File: config.mk
export PLATFORM = sky130hd
export DESIGN_NAME = load_store_unit
export DESIGN_NICKNAME = d
export VERILOG_FILES = /design/src/rtl/load_store_unit.sv
export SDC_FILE = /design/constraint.sdc
export NUM_CORES = 1
export LEC_CHECK = 0
export ABC_AREA = 1
export BUFFER_PORTS_ARGS = -buffer_cell sky130_fd_sc_hd__buf_2
export CORE_ASPECT_RATIO = 0.8
export CORE_UTILIZATION = 52
export CTS_BUF_LIST = sky130_fd_sc_hd__clkbuf_4
export CTS_CLUSTER_SIZE = 16
export DETAILED_ROUTE_END_ITERATION = 7
export GPL_TIMING_DRIVEN = 1
export HOLD_SLACK_MARGIN = 0.15
export PLACE_DENSITY = 0.9
export SLEW_MARGIN = 25
export SYNTH_ARGS = -nofsm -noshare
export SYNTH_HDL_FRONTEND = slang
export SYNTH_SLANG_ARGS = --single-unit
File: constraint.sdc
create_clock -name clk -period 2.85 [get_ports clk]
set_input_delay 0 -clock clk [delete_from_list [all_inputs] [get_ports clk]]
set_output_delay 0 -clock clk [all_outputs]
set_load 0.01 [all_outputs]
File: src/rtl/load_store_unit.sv
// load_store_unit: bridges decode and a synchronous data memory; posts stores,
// stalls on loads and returns each load as a one-cycle register-file write.
module load_store_unit #(
    parameter int AW = 8,
    parameter int DW = 8,
    parameter int RW = 4,
    parameter int RD_LAT = 2
) (
    input  logic          clk,
    input  logic          rst_n,
    input  logic          req_ld,
    input  logic          req_st,
    input  logic [AW-1:0] addr,
    input  logic [DW-1:0] st_data,
    input  logic [RW-1:0] dst_in,
    output logic [AW-1:0] mem_addr,
    output logic [DW-1:0] mem_wdata,
    output logic          mem_we,
    output logic          mem_re,
    input  logic [DW-1:0] mem_rdata,
    output logic          stall,
    output logic          load_en,
    output logic [RW-1:0] load_dst,
    output logic [DW-1:0] load_data,
    output logic          err
);
    typedef enum logic [1:0] {S_IDLE, S_WAIT, S_RESP} state_t;
    state_t        state_q;
    logic [3:0]    cnt_q;
    logic [AW-1:0] mem_addr_q;
    logic [DW-1:0] mem_wdata_q, load_data_q;
    logic [RW-1:0] load_dst_q;
    logic          mem_we_q, mem_re_q, load_en_q, err_q;
    logic          open, ld_ok, st_ok, both;
    // requests are only sampled outside WAIT; RESP accepts with no bubble
    assign open  = state_q != S_WAIT;
    assign ld_ok = open & req_ld & ~req_st;
    assign st_ok = open & req_st & ~req_ld;
    assign both  = open & req_ld & req_st;
    always_ff @(posedge clk or negedge rst_n) begin
        if (!rst_n) begin
            state_q     <= S_IDLE;
            cnt_q       <= '0;
            mem_addr_q  <= '0;
            mem_wdata_q <= '0;
            mem_we_q    <= 1'b0;
            mem_re_q    <= 1'b0;
            load_en_q   <= 1'b0;
            load_dst_q  <= '0;
            load_data_q <= '0;
            err_q       <= 1'b0;
        end else begin
            mem_we_q  <= st_ok;
            mem_re_q  <= ld_ok;
            err_q     <= both;
            load_en_q <= 1'b0;
            if (state_q == S_WAIT) begin
                if (cnt_q == 4'd1) begin
                    load_data_q <= mem_rdata;
                    load_en_q   <= 1'b1;
                    state_q     <= S_RESP;
                end else begin
                    cnt_q <= cnt_q - 4'd1;
                end
            end else begin
                state_q <= ld_ok ? S_WAIT : S_IDLE;
                if (st_ok || ld_ok) mem_addr_q <= addr;
                if (st_ok) mem_wdata_q <= st_data;
                if (ld_ok) begin
                    load_dst_q <= dst_in;
                    cnt_q      <= 4'(RD_LAT);
                end
            end
        end
    end
    assign stall     = state_q == S_WAIT;
    assign mem_addr  = mem_addr_q;
    assign mem_wdata = mem_wdata_q;
    assign mem_we    = mem_we_q;
    assign mem_re    = mem_re_q;
    assign load_en   = load_en_q;
    assign load_dst  = load_dst_q;
    assign load_data = load_data_q;
    assign err       = err_q;
endmodule

; Yosys cells after proc, flatten, opt, wreduce, memory -nomap -nowiden
; Index checks and enable logic that the tools add are counted.
[classes]
bitwise = 8
add_sub_neg = 1
magnitude_cmp = 0
mul = 0
n_mux = 8
shifts = 0
n_div = 0
n_reduce_logical = 7
n_eq_ne = 5
[ops]
columns = op, count
row1 = 4-bit 2-to-1 mux, 3
row2 = 2-bit AND reduction, 5
row3 = 1-bit AND, 5
row4 = "4-bit by 1-bit equality test with 1-bit output, second input constant", 1
row5 = 2-bit 2-to-1 mux, 2
row6 = "2-bit by 1-bit != test with 1-bit output, second input constant", 2
row7 = "4-bit by 1-bit subtractor with 4-bit output, second input constant", 1
row8 = 1-bit 2-to-1 mux, 3
row9 = 1-bit inverter, 3
row10 = "2-bit by 1-bit equality test with 1-bit output, second input constant", 1
row11 = "2-bit != test, second input constant", 1
row12 = 2-bit nonzero test, 1
row13 = 1-bit logical OR, 1
[word_totals]
rom_bits = 0
mem_count = 0
inputBits = 32
word_cells = 39
ram_bits = 0
output_inout_bits = 33
register_bits = 38
latch_bits = 0

; Depth between registers and ports, before layout
[depth]
depth_word = 5
depth_mapped = 7
mapped_depth_nobuf = 7

; Least setup slack after synthesis
; No wires, ideal clock.
[synth_path]
kind = register -> register
startpoint = reg state_q[1]
endpoint = reg cnt_q[3]
arrival_time_ps = 982
setup_time_ps = 124
n_path_buf = 1
period_less_slack_ps = 1106
required_ps = 2726
slack_ps = 1744
stages_incl_launch_ff = 6
cell_sequence = dfrtp_1 > nor2_4 > nand3_2 > buf_4 > nand2_2 > o21bai_1
[synth_between]
elab_cells_between_ends = 8
cone_classes = eq/ne (3) / mux (1) / bitwise (2) / reduce/logical (2)
[synth_rtl]
columns = element, line
row1 = start: declaration, 28  ; state_t state_q;
row2 = start signal: assignment, 66  ; state_q <= ld_ok ? S_WAIT : S_IDLE;
row3 = 2-bit by 1-bit equality test with 1-bit output (*), --
row4 = named net stall, 21  ; output logic stall,
row5 = 2-bit != test (no line) / 2-bit nonzero test (equally long branches), --
row6 = 2-bit AND reduction (no line), --
row7 = end signal: assignment, 63  ; cnt_q <= cnt_q - 4'd1;
row8 = end signal: assignment, 71  ; cnt_q <= 4'(RD_LAT);
row9 = end: declaration, 29  ; logic [3:0] cnt_q;
; Mark *: on every way through the listed nets, which the timed path passes. The rest lies on a longest branch.
; A chain may end at the register's enable or synchronous reset.

; Final worst setup path
[layout_path]
startpoint = reg state_q[1]
endpoint = reg mem_wdata_q[3] (netlist: mem_wdata[3])
[layout_between]
elab_chain_len = 4
elab_cells_between_ends = 6
cone_classes = eq/ne (2) / bitwise (3) / reduce/logical (1)
[layout_lines]
columns = element, line
row1 = 2-bit by 1-bit != test with 1-bit output, 36  ; assign open = state_q != S_WAIT;
row2 = 1-bit AND (2 in series), 38  ; assign st_ok = open & req_st & ~req_ld;
row3 = named net st_ok, 34  ; logic open, ld_ok, st_ok, both;
row4 = 2-bit AND reduction (no line), --
row5 = end signal: assignment, 68  ; if (st_ok) mem_wdata_q <= st_data;
row6 = end: declaration, 31  ; logic [DW-1:0] mem_wdata_q, load_data_q;
; The timed path passes the listed nets, and every way through them passes these cells.

==> metrics.txt <==
status=complete, no violations; DRT Pass-1 Iters=4; 1st-iter DRT viols=47; Bufs on Longest Clock Path=2; Final Cycle Share=roughly 68%; Worst-Skew Late Latency=0.35 ns; share of layout cells above drive strength 1=about 29%; IR drop worst, VDD=about 650 µV; routability cong.=0.748; Leakage Power=1.35 nW; ant diodes=0; vias per cell=4.98; flop2flop setup slack=0.91 ns; synthesized cell area=1540 µm²; clk sinks=38; final slew viol count=0; crit path launch=state_q[1]; Cells after Synth=between 150 and 200; Critical Path Sink=mem_wdata[3]; Layout Skew=0.00532 ns; # fillers=~140; routed via count=1,553; first-pass GRT wire length=between 6 and 7 mm; DRC viols=0; vias in the first global route=1,506; CP Data Required Time=a little over 3 ns; Seq/Total Area, Yosys=61.9%; total track usage=29.8%; Final Setup Violations=0; pre-CTS setup slack=1.47 ns; row count=17; final hold viol count=0; core area=2790 µm²; Final nets=307; Total Wirelength=4.29 mm; critical path class=reg -> reg; initial core utilization=55.1%; Final min period=slightly below 2 ns; Slew HR=46.1%; Buffers on Ports=64; routed len/inst=13.8 µm; R2R Path End=mem_wdata[3]; largest net degree at the start of global routing=39; reg2reg start=state_q[1]; Crit. End Element=flop; post-synth cell types=19; TritonCTS Buffers=5; crit-path max FO=18; R2R depth=7; post-route ant nets=0; Overall Power=0.00235 W; setup TNS=0 ns; Slew @ Worst Pin=between 0.8 and 0.9 ns; Syn. warnings=0; die width=~63 µm; Root Driver=clkbuf_4; Hold WS=0.263 ns; Cell Pwr Density=1000 nW/µm²; Post-Syn Nets=203; crit path DAT=2.18 ns; number of post-CTS setup repair buffers=0; final core occ=84.3%; max-capacitance violation count=0; num ports=65; CTS tree=done; f_max=515 MHz; worst setup margin=0.908 ns; Die Y-Extent=a little over 50 µm; Seq cells post-synth=38; RSZ-0062 raised after global routing=false; clock-pin slew of the registers on the worst-case setup and hold paths=0.11 ns; gr ovfl total=0; CTS H-tree lvls=2; Mapped Avg Cell Area=9.09 µm²; startpoint class of the critical path=flop; Area Overhead vs Synth=52.8%; Die ar.=3180 µm²; hold crit path type=in -> async; initial antenna violation count=0; DP HPWL=2.17 mm
[metal layers]
| metal | wire length, µm | track usage, % |
|---|---|---|
| met2 | 2230 | 55.6 |
| met1 | 1780 | 34.6 |
| met4 | 70 | 8.91 |
| met5 | 0 | 0 |
| met3 | 209 | 6.14 |
[layout by cell type, fill, tap and decap left out, types with 2 or more instances in the layout]
cell type | netlist | final
nand2_1 | 85 | 85
buf_2 | 2 | 64
dfrtp_1 | 38 | 38
dlygate4sd3_1 | 0 | 36
nand3_1 | 13 | 13
inv_1 | 9 | 9
clkbuf_4 | 0 | 5
nand2_2 | 3 | 3
clkinv_1 | 2 | 3
nor2_1 | 3 | 3
inv_2 | 2 | 2
nand3_2 | 2 | 2
ha_1 | 2 | 2
bufinv_16 | 0 | 2
[logic make-up (layout without fill, tap and decap cells)]
kind of cell             count (synthesis)  after routing  share of synthesized area (%)
XOR/XNOR                                 1              1                          0.570
adder cells (fa/ha/maj)                  2              2                           1.63
AO/OA/AOI/OAI                            3              3                           1.14
flip-flops                              38             38                           61.9
AND/OR/NAND/NOR                        109            109                           30.5
buffers and inverters                   16            121                           4.32
[cells in the mapped netlist]
cell type / number / share of area, %
nand2_1: 85 / 21
dfrtp_1: 38 / 62
nand3_1: 13 / 4.2
inv_1: 9 / 2.2
nand2_2: 3 / 1.2
nor2_1: 3 / 0.73
buf_2: 2 / 0.65
clkinv_1: 2 / 0.49
ha_1: 2 / 1.6
inv_2: 2 / 0.49
nand3_2: 2 / 1.3
a21oi_1: 1 / 0.33
buf_4: 1 / 0.49
nand3_4: 1 / 1.1
nor2_4: 1 / 0.73
nor3_1: 1 / 0.33
o21ai_0: 1 / 0.33
o21bai_1: 1 / 0.49
xor2_1: 1 / 0.57
[worst min-delay path by stage]
stage          startpoint        to  cells past startpoint
6_report            rst_n       err                      2
5_1_grt             rst_n  cnt_q[3]                      2
4_1_cts             rst_n       err                      2
3_5_place_dp        rst_n       err                      1
3_3_place_gp        rst_n  cnt_q[3]                      1
2_1_floorplan       rst_n  cnt_q[0]                      0
[per-stage QoR]
step | area (µm²) | instances
floorplan | 1540 | 169
global placement | 1890 | 268
detailed placement | 1890 | 268
CTS | 2350 | 312
global route | 2350 | 312
finish | 2350 | 312
[worst max-delay path: stages (launching register included)]
cell and delay [ns]:
dfrtp_1 0.43, inv_2 0.06, nand2_2 0.09, nand3_4 0.19
clkinv_1 0.29, nand2_1 0.16, nand2_1 0.05, dlygate4sd3_1 0.55
[sequential cells by signal, indices dropped and copies added (netlist names)]
| name | cells |
|---|---|
| cnt_q | 4 |
| err | 1 |
| load_data | 8 |
| load_dst | 4 |
| load_en | 1 |
| mem_addr | 8 |
| mem_re | 1 |
| mem_wdata | 8 |
| mem_we | 1 |
| state_q | 2 |
[repair_timing]
item                                    4_1_cts  5_1_grt
hold buffers                                 36        0
gates resized for setup                       0        0
endpoints found under the hold margin        70        0
endpoints found under the setup margin        0        0
[power by group]
| part | switching, W | internal [W] | total [W] |
|---|---|---|---|
| Sequential | 0.000155 | 0.000783 | 0.000938 |
| Combinational | 0.000557 | 0.000405 | 0.000961 |
| Clock | 0.000183 | 0.000270 | 0.000453 |
| Total | 0.000895 | 0.00146 | 0.00235 |
[layout make-up]
class                      instances  area (µm²)  share of cell area [%]
tap                               38        47.5                    2.02
clock buffer                       5        37.5                    1.60
clock inverter                     3        63.8                    2.72
timing repair buffer             100         681                    29.0
sequential                        38         951                    40.5
multi-input combinational        115         519                    22.1
inverter                          13        48.8                    2.08
No activity file was read; power rests on OpenSTA's default activity.
